[src/rtl/pixel_dispatcher_pkg.sv]
// Shared types and defaults for the pixel dispatcher and its coordinate stepper.
package pixel_dispatcher_pkg;

  localparam int unsigned WORD_LENGTH_DEF = 64;
  localparam int unsigned FRAC_DEF        = 60;
  localparam int unsigned H_RES_DEF       = 640;
  localparam int unsigned V_RES_DEF       = 480;
  localparam int unsigned DEPTH_W         = 10;
  localparam int unsigned COORD_W         = 11;

  typedef enum logic [1:0] {
    ST_IDLE,
    ST_ISSUE,
    ST_WAIT,
    ST_EMIT
  } disp_state_t;

  typedef struct packed {
    logic [DEPTH_W-1:0] depth;
    logic [COORD_W-1:0] x;
    logic [COORD_W-1:0] y;
    logic               sof;
    logic               eol;
  } pixel_t;

endpackage

[src/rtl/pixel_dispatcher_coord.sv]
// Raster counters and complex-plane coordinate accumulation for the dispatcher.
module coord_stepper
  import pixel_dispatcher_pkg::*;
#(
  parameter int unsigned WORD_LENGTH = WORD_LENGTH_DEF,
  parameter int unsigned H_RES       = H_RES_DEF,
  parameter int unsigned V_RES       = V_RES_DEF
) (
  input  logic                   sysclk,
  input  logic                   reset,
  input  logic                   load,
  input  logic                   advance,
  input  logic [WORD_LENGTH-1:0] re_origin,
  input  logic [WORD_LENGTH-1:0] im_origin,
  input  logic [WORD_LENGTH-1:0] step,
  output logic [COORD_W-1:0]     x,
  output logic [COORD_W-1:0]     y,
  output logic [WORD_LENGTH-1:0] re_c,
  output logic [WORD_LENGTH-1:0] im_c,
  output logic                   last_x_c,
  output logic                   last_y_c
);

  localparam logic [COORD_W-1:0] X_LAST = COORD_W'(H_RES - 1);
  localparam logic [COORD_W-1:0] Y_LAST = COORD_W'(V_RES - 1);

  logic [WORD_LENGTH-1:0] re_org_q;
  logic [WORD_LENGTH-1:0] step_q;

  assign last_x_c = (x == X_LAST);
  assign last_y_c = (y == Y_LAST);

  // Imaginary axis decreases downward; arithmetic wraps in two's complement.
  always_ff @(posedge sysclk) begin
    if (reset) begin
      x        <= '0;
      y        <= '0;
      re_c     <= '0;
      im_c     <= '0;
      re_org_q <= '0;
      step_q   <= '0;
    end else if (load) begin
      x        <= '0;
      y        <= '0;
      re_c     <= re_origin;
      im_c     <= im_origin;
      re_org_q <= re_origin;
      step_q   <= step;
    end else if (advance) begin
      if (!last_x_c) begin
        x    <= x + COORD_W'(1);
        re_c <= re_c + step_q;
      end else if (!last_y_c) begin
        x    <= '0;
        y    <= y + COORD_W'(1);
        re_c <= re_org_q;
        im_c <= im_c - step_q;
      end
    end
  end

endmodule

[src/rtl/pixel_dispatcher.sv]
// Walks a frame in raster order, issuing one depth calculation per pixel and
// presenting each result on a valid/ready stream.
module pixel_dispatcher
  import pixel_dispatcher_pkg::*;
#(
  parameter int unsigned WORD_LENGTH = WORD_LENGTH_DEF,
  parameter int unsigned FRAC        = FRAC_DEF,
  parameter int unsigned H_RES       = H_RES_DEF,
  parameter int unsigned V_RES       = V_RES_DEF
) (
  input  logic                   sysclk,
  input  logic                   reset,
  input  logic                   frame_start,
  input  logic [WORD_LENGTH-1:0] re_origin,
  input  logic [WORD_LENGTH-1:0] im_origin,
  input  logic [WORD_LENGTH-1:0] step,
  output logic                   calc_start,
  output logic [WORD_LENGTH-1:0] re_c,
  output logic [WORD_LENGTH-1:0] im_c,
  input  logic                   calc_done,
  input  logic [DEPTH_W-1:0]     calc_depth,
  output logic                   out_valid,
  input  logic                   out_ready,
  output logic [DEPTH_W-1:0]     out_depth,
  output logic [COORD_W-1:0]     out_x,
  output logic [COORD_W-1:0]     out_y,
  output logic                   out_sof,
  output logic                   out_eol,
  output logic                   busy,
  output logic                   frame_done
);

  if (FRAC >= WORD_LENGTH) begin : g_frac_check
    $error("FRAC must leave at least one integer bit in WORD_LENGTH");
  end

  disp_state_t        state;
  pixel_t             pix_q;
  logic               calc_done_q;
  logic [COORD_W-1:0] x;
  logic [COORD_W-1:0] y;
  logic               last_x_c;
  logic               last_y_c;
  logic               load_c;
  logic               advance_c;
  logic               done_rise_c;

  // A frame_done pulse marks the first IDLE cycle; a start in that cycle is dropped.
  assign load_c      = (state == ST_IDLE) && frame_start && !frame_done;
  assign advance_c   = (state == ST_EMIT) && out_valid && out_ready;
  assign done_rise_c = calc_done && !calc_done_q;

  coord_stepper #(
    .WORD_LENGTH(WORD_LENGTH),
    .H_RES      (H_RES),
    .V_RES      (V_RES)
  ) u_coord (
    .sysclk   (sysclk),
    .reset    (reset),
    .load     (load_c),
    .advance  (advance_c),
    .re_origin(re_origin),
    .im_origin(im_origin),
    .step     (step),
    .x        (x),
    .y        (y),
    .re_c     (re_c),
    .im_c     (im_c),
    .last_x_c (last_x_c),
    .last_y_c (last_y_c)
  );

  always_ff @(posedge sysclk) begin
    if (reset) begin
      state       <= ST_IDLE;
      calc_start  <= 1'b0;
      out_valid   <= 1'b0;
      pix_q       <= '0;
      busy        <= 1'b0;
      frame_done  <= 1'b0;
      calc_done_q <= 1'b0;
    end else begin
      calc_done_q <= calc_done;
      calc_start  <= 1'b0;
      frame_done  <= 1'b0;
      case (state)
        ST_IDLE: begin
          if (load_c) begin
            state      <= ST_ISSUE;
            calc_start <= 1'b1;
            busy       <= 1'b1;
          end
        end
        ST_ISSUE: state <= ST_WAIT;
        ST_WAIT: begin
          // Only a fresh rising edge counts; a level left over from the last pixel is stale.
          if (done_rise_c) begin
            pix_q.depth <= calc_depth;
            pix_q.x     <= x;
            pix_q.y     <= y;
            pix_q.sof   <= (x == '0) && (y == '0);
            pix_q.eol   <= last_x_c;
            out_valid   <= 1'b1;
            state       <= ST_EMIT;
          end
        end
        ST_EMIT: begin
          if (advance_c) begin
            out_valid <= 1'b0;
            if (last_x_c && last_y_c) begin
              state      <= ST_IDLE;
              busy       <= 1'b0;
              frame_done <= 1'b1;
            end else begin
              state      <= ST_ISSUE;
              calc_start <= 1'b1;
            end
          end
        end
        default: state <= ST_IDLE;
      endcase
    end
  end

  assign out_depth = pix_q.depth;
  assign out_x     = pix_q.x;
  assign out_y     = pix_q.y;
  assign out_sof   = pix_q.sof;
  assign out_eol   = pix_q.eol;

endmodule

[config.mk]
export PLATFORM = sky130hd
export DESIGN_NAME = pixel_dispatcher
export DESIGN_NICKNAME = d
export VERILOG_FILES = /design/src/rtl/pixel_dispatcher_pkg.sv /design/src/rtl/pixel_dispatcher_coord.sv /design/src/rtl/pixel_dispatcher.sv
export SDC_FILE = /design/constraint.sdc
export NUM_CORES = 1
export LEC_CHECK = 0
export ABC_AREA = 1
export BUFFER_PORTS_ARGS = -buffer_cell sky130_fd_sc_hd__buf_2
export CORE_MARGIN = 2
export CORE_UTILIZATION = 45
export DETAILED_ROUTE_END_ITERATION = 16
export GPL_TIMING_DRIVEN = 1
export PLACE_DENSITY = 0.72
export SETUP_SLACK_MARGIN = 0.05
export SLEW_MARGIN = 25
export SYNTH_ARGS = -nofsm -noshare
export SYNTH_HDL_FRONTEND = slang
export SYNTH_SLANG_ARGS = --single-unit
[constraint.sdc]
create_clock -name sysclk -period 2.6 [get_ports sysclk]
set_input_delay 0.52 -clock sysclk [delete_from_list [all_inputs] [get_ports sysclk]]
set_output_delay 0.52 -clock sysclk [all_outputs]
set_load 0.005 [all_outputs]
# After elaboration in Yosys (flattened, before gate mapping)
# Index checks and enable logic that the tools add are counted.
# totals
word_cells,89
register_bits,319
out_inout_bits,166
# op_classes
add_sub_neg,4
mux,27
eq_ne,12
reduce_logical,26
bitwise_logic,3
# ops
operator,n
2-to-1 mux 64 bit,8
adder 64 bit,1
subtractor 64 bit,1
"adder 11 x 1 -> 11 bit, second input constant",2
logical NOT 11 bit,2
2-to-1 mux 11 bit,2
AND reduction 3 bit,4
"== test 11 x 10 -> 1 bit, second input constant",1
"== test 11 x 9 -> 1 bit, second input constant",1
2-to-1 mux 1 bit,10
"inequality test 2 bit, second input constant",4
one-hot mux 2 bit (4 select lines),1
nonzero test 2 bit,4
logical AND 1 bit,7
2-to-1 mux 2 bit,3
one-hot mux 1 bit (2 select lines),3
AND reduction 2 bit,3
"== test 2 bit, second input constant",2
"inequality test 2 x 1 -> 1 bit, second input constant",2
AND reduction 4 bit,1
"inequality test 3 x 2 -> 1 bit, second input constant",1
inverter 1 bit,3
OR reduction 3 bit,1
"== test 2 x 1 -> 1 bit, second input constant",1
other kinds (3),4

# Depth between registers and ports, before layout
# logic_depth
word_depth,5
ltp_mapped,18
ltp_nobuf,18

# By module
# A second synthesis with hierarchy kept.
# unflattened
cells_unflattened,4079
hier_area_um2,23795.3
# by_module_without_submodules
mod,area_each_um2,n_inst,cells_per_inst
coord_stepper,22175.0,1,3859
pixel_dispatcher,1620.3,1,220

# Worst setup path after synthesis
# Ideal clock, no wire load.
# synth_timing
path_kind,register to register
startpoint,register u_coord.im_c[0]
endpoint,register u_coord.im_c[58]
stages_incl_launch_ff,18
setup_time_ns,0.112
synth_period_minus_slack_ns,2.194
slack_ns,0.406
n_path_buf,0
t_arrival_ns,2.082
path_cell_list,dfxtp_1 -> inv_1 -> ha_1 -> fa_1 -> inv_1 -> nand3_1 -> nand2_1 -> nand2_1 -> nand2_1 -> nand2_1 -> nand2_1 -> nand3_1 -> nand2_1 -> nand2_1 -> nand3_1 -> nand3_1 -> nand2_1 -> nand2_1
# synth_between
elab_chain_cells,5
# synth_lines
element,line_no,rtl
"start, declared",pixel_dispatcher_coord.sv:19,"output logic [WORD_LENGTH-1:0] im_c,"
"start signal, assigned",pixel_dispatcher_coord.sv:46,im_c <= im_origin;
"start signal, assigned",pixel_dispatcher_coord.sv:57,im_c <= im_c - step_q;
subtractor 64 bit,pixel_dispatcher_coord.sv:57,
2-to-1 mux 64 bit,pixel_dispatcher_coord.sv:53,end else if (!last_y_c) begin
2-to-1 mux 64 bit,pixel_dispatcher_coord.sv:50,if (!last_x_c) begin
2-to-1 mux 64 bit,pixel_dispatcher_coord.sv:49,end else if (advance) begin
2-to-1 mux 64 bit,pixel_dispatcher_coord.sv:42,end else if (load) begin
# No other way between the ends. The select of a mux whose other input is x is not followed.
# A chain may end at the register's enable or synchronous reset.

# Worst setup path after layout
# layout_timing
startpoint,register u_coord.step_q[12]
endpoint,register u_coord.im_c[54]
# layout_between
elab_chain_cells,5
# layout_lines
element,line_no,rtl
"start, declared",pixel_dispatcher_coord.sv:28,logic [WORD_LENGTH-1:0] step_q;
"start signal, assigned",pixel_dispatcher_coord.sv:48,step_q <= step;
subtractor 64 bit,pixel_dispatcher_coord.sv:57,
2-to-1 mux 64 bit,pixel_dispatcher_coord.sv:53,
2-to-1 mux 64 bit,pixel_dispatcher_coord.sv:50,
2-to-1 mux 64 bit,pixel_dispatcher_coord.sv:49,
2-to-1 mux 64 bit,pixel_dispatcher_coord.sv:42,
# No other way between the ends. The select of a mux whose other input is x is not followed.

==> metrics.yaml <==
logic_synthesis:
  synthCells: 4048
  synthArstFlopShare: 0
  synth-edff-count: 0
  seq_area_frac_synth: 0.270
  netlist.top_cell.by_area: "dfxtp_1"
  syn_area_um2: 23700
  syn_nets: 4390
  ys_ff_latch: 319
  yosysUniqueCellTypes: 43
  ys_warn_count: 0
  yosysTopAreaCellShare: 0.270
  synthFlopType: "dfxtp_1"
  postSynthAreaPerCell_um2: 5.85
  synthTopCellsByArea: "dfxtp_1 27%, nand2_1 19%, inv_1 11%, a21oi_1 7.4%, o21ai_0 7.3%"
cts:
  cts_tree: "done"
  cts_made_buffers: 40
  cts-hold-fix-buffers: 0
  ctsHtreeMaxLevel: 2
  clockRootBuffer: "clkbuf_16"
  clockBufferDepth: 3
  clock_latency_ps: 600
  cts.sinks: 319
  clk_pin_slew_worst_paths_ps: 60
hold_path:
  min_path_type: "in2reg"
  min-delay-start: "calc_depth[1]"
finish:
  finalInstanceArea_um2: 29200
  area_growth_pct: 23.5
  drive_gt1_frac: 0.163
  final_nets: 4871
  fin_util: 0.560
sta:
  finalMaxSlewViolations: 0
  hold_viol_final: 0
  finClkSkew_ps: 24.2
  slew_headroom: 0.560
  fmax_mhz: 402
  period_share: 0.958
  rsz0062_at_grt: "yes"
  finalCriticalPeriod_ps: 2490
  tightest_slew_ps: 654
  tns_ps: 0
  setup_viol: 0
placed_design:
  portBuffers: 372
  gp_congestion: 1.03
  dp.final_hpwl_um: 78400
  dpl-instance-area_um2: 27500
setup_path:
  cp-start-kind: "flop"
  cp.required_ps: 3080
  cp_max_fo: 4
  reg2reg_slack_ps: 110
  worstRegToRegCells: 13
  slowest_stage: "dfxtp_1"
  timing.rr.end: "u_coord.im_c[54]"
  critPathMaxStageDelay_ps: 420
  rr_startpoint: "u_coord.step_q[12]"
  end_kind: "flop"
  path_common_cell: "nand2_1"
  crit_type: "reg2reg"
  cp-startpoint: "u_coord.step_q[12]"
  cp_cell_sequence: "inv_1 > ha_2 > nand2_1 > nor2_1 > nand2_1 > nor2_1 > nand2_1 > nand3_1 > nand3b_1 > nand3_1 > nand3_1 > nand2_1 > nand2_1"
  crit_end: "u_coord.im_c[54]"
  cp_data_arrival_time_ps: 2970
detailed_routing:
  num_vias: 27500
  drt_first_pass_iters: 6
  viasPerCell: 5.23
  dr_wl_met2_um: 42400
  drt-total-wl_um: 97100
  top_layer_used: "met4"
  initialDrtViolationCount: 2273
  wl_per_cell_um: 18.5
  final_antenna_net_count: 0
  wl_met1_um: 41200
  route.met3.wl_um: 8320
  route.detailed.drc: 0
job:
  drv_cap: 0
floorplan:
  core-area_um2: 52200
  fp.dieH_um: 233
  start_util: 0.453
  fp-row-count: 84
  die_width_um: 233
  ios: 373
  fp.dieArea_um2: 54400
power_and_ir_drop:
  p_leak_nw: 15.7
  powerDensity_nw_per_um2: 1330
  power.total_mw: 38.9
  ir_drop_uv: 782
global_routing:
  antenna_found_initial: 8
  grt_max_degree: 118
  overflow: 0
  grt_pass1_wl_um: 144000
  track_usage: 0.347
  grt_pass1_vias: 25300
run_status:
  status: "finished, final reports clean"
==> synth_stat cells, types with 2 or more instances <==
| cell | instances |
|---|---|
| or2_2 | 2 |
| buf_1 | 11 |
| o21ai_1 | 36 |
| o21bai_1 | 11 |
| nand3_1 | 240 |
| o21a_1 | 8 |
| fa_1 | 2 |
| dfxtp_1 | 319 |
| nor2_4 | 2 |
| nor4_1 | 5 |
| clkbuf_1 | 92 |
| xor2_1 | 23 |
| a22oi_1 | 2 |
| nor3_1 | 44 |
| a211oi_1 | 3 |
| nand4_1 | 25 |
| inv_2 | 5 |
| nand2_1 | 1214 |
| nand3b_1 | 10 |
| inv_1 | 671 |
| a31oi_1 | 16 |
| nor2_1 | 373 |
| xnor2_1 | 29 |
| o211ai_1 | 41 |
| ha_1 | 133 |
| buf_2 | 14 |
| o22ai_1 | 4 |
| buf_6 | 4 |
| a21oi_1 | 349 |
| buf_4 | 5 |
| o21ai_0 | 343 |
==> worst min path at each step <==
stage                      endpoint  slack, ps  depth (start not counted)
2_1_floorplan  u_coord.re_org_q[11]        430                          2
3_3_place_gp    u_coord.re_org_q[9]        440                          2
3_5_place_dp   u_coord.re_org_q[11]        440                          2
4_1_cts                out_depth[6]        130                          3
5_1_grt                out_depth[1]        150                          3
6_report               out_depth[1]        150                          3
==> routing by layer <==
metal | track usage | vias to the layer above
li1 | - | 13800
met1 | 0.447 | 12300
met2 | 0.545 | 1098
met3 | 0.0742 | 224
met4 | 0.174 | 0
met5 | 0 | -
==> final cells by class <==
| type | instances | area, um^2 |
|---|---|---|
| Inverter | 677 | 2560 |
| Clock inverter | 21 | 264 |
| Fill cell | 5502 | 23000 |
| Clock buffer | 52 | 1100 |
| Tap cell | 688 | 861 |
| Multi-Input combinational cell | 2926 | 14600 |
| Timing Repair Buffer | 565 | 3470 |
| Sequential cell | 319 | 6390 |
| Antenna cell | 7 | 17.5 |
==> where the power goes <==
group	total (mW)	internal, mW	switching [mW]
combinational	25.5	9.29	16.2
sequential	7.48	6.19	1.29
clock	5.90	3.42	2.48
==> registers in the layout, indices dropped and copies added (netlist names) <==
| signal | count |
|---|---|
| calc_done_q | 1 |
| u_coord.x | 11 |
| u_coord.re_c | 64 |
| busy | 1 |
| out_eol | 1 |
| state | 2 |
| u_coord.y | 11 |
| out_depth | 10 |
| frame_done | 1 |
| out_x | 11 |
| u_coord.im_c | 64 |
| out_y | 11 |
| calc_start | 1 |
| out_sof | 1 |
| u_coord.step_q | 64 |
| out_valid | 1 |
| u_coord.re_org_q | 64 |
==> per-stage QoR <==
step	setup WS (ps)	hold slack, ps	std cells
floorplan	406	427	4048
global placement	15.7	440	5172
detailed placement	7.89	442	5172
CTS	69.2	129	5245
global route	6.11	146	5255
finish	110	149	5255
==> logic make-up (layout without fill, tap and decap cells) <==
group,after synthesis,after routing,synth area share
buf+inv,803,1315,0.130
mux,1,1,0.000423
compound gates,815,815,0.181
flops,319,319,0.270
fa+ha+maj,135,135,0.0720
other cells,0,7,0
xor+xnor,52,52,0.0192
simple gates,1923,1923,0.328
==> layout by cell type (no fill, tap or decap), types with 7 or more instances in the layout <==
cell type / n
a21oi_1: 330
a21oi_2: 18
a31oi_1: 16
buf_12: 13
buf_2: 372
buf_4: 180
clkbuf_1: 7
clkbuf_16: 40
dfxtp_1: 315
diode_2: 7
ha_1: 123
inv_1: 667
nand2_1: 1196
nand2_2: 17
nand3_1: 231
nand3_2: 10
nand3b_1: 10
nand4_1: 25
nor2_1: 348
nor2_2: 23
nor3_1: 41
o211ai_1: 41
o21a_1: 8
o21ai_0: 335
o21ai_1: 43
o21bai_1: 10
xnor2_1: 29
xor2_1: 23
==> repair_timing <==
action | CTS | global route
setup endpoints to repair | 12 | 82
cloned | 0 | 0
pin swaps | 0 | 3
resized for setup | 10 | 97
buffers inserted | 0 | 3
==> worst max-delay path, delay by kind of cell, from the launching register on <==
kind	cells	cell delay (ps)
buffers and inverters	1	120
AND/OR/NAND/NOR	11	1420
adder cells (fa/ha/maj)	1	400
flip-flops	1	420
Power figures use the tool's default switching activity.
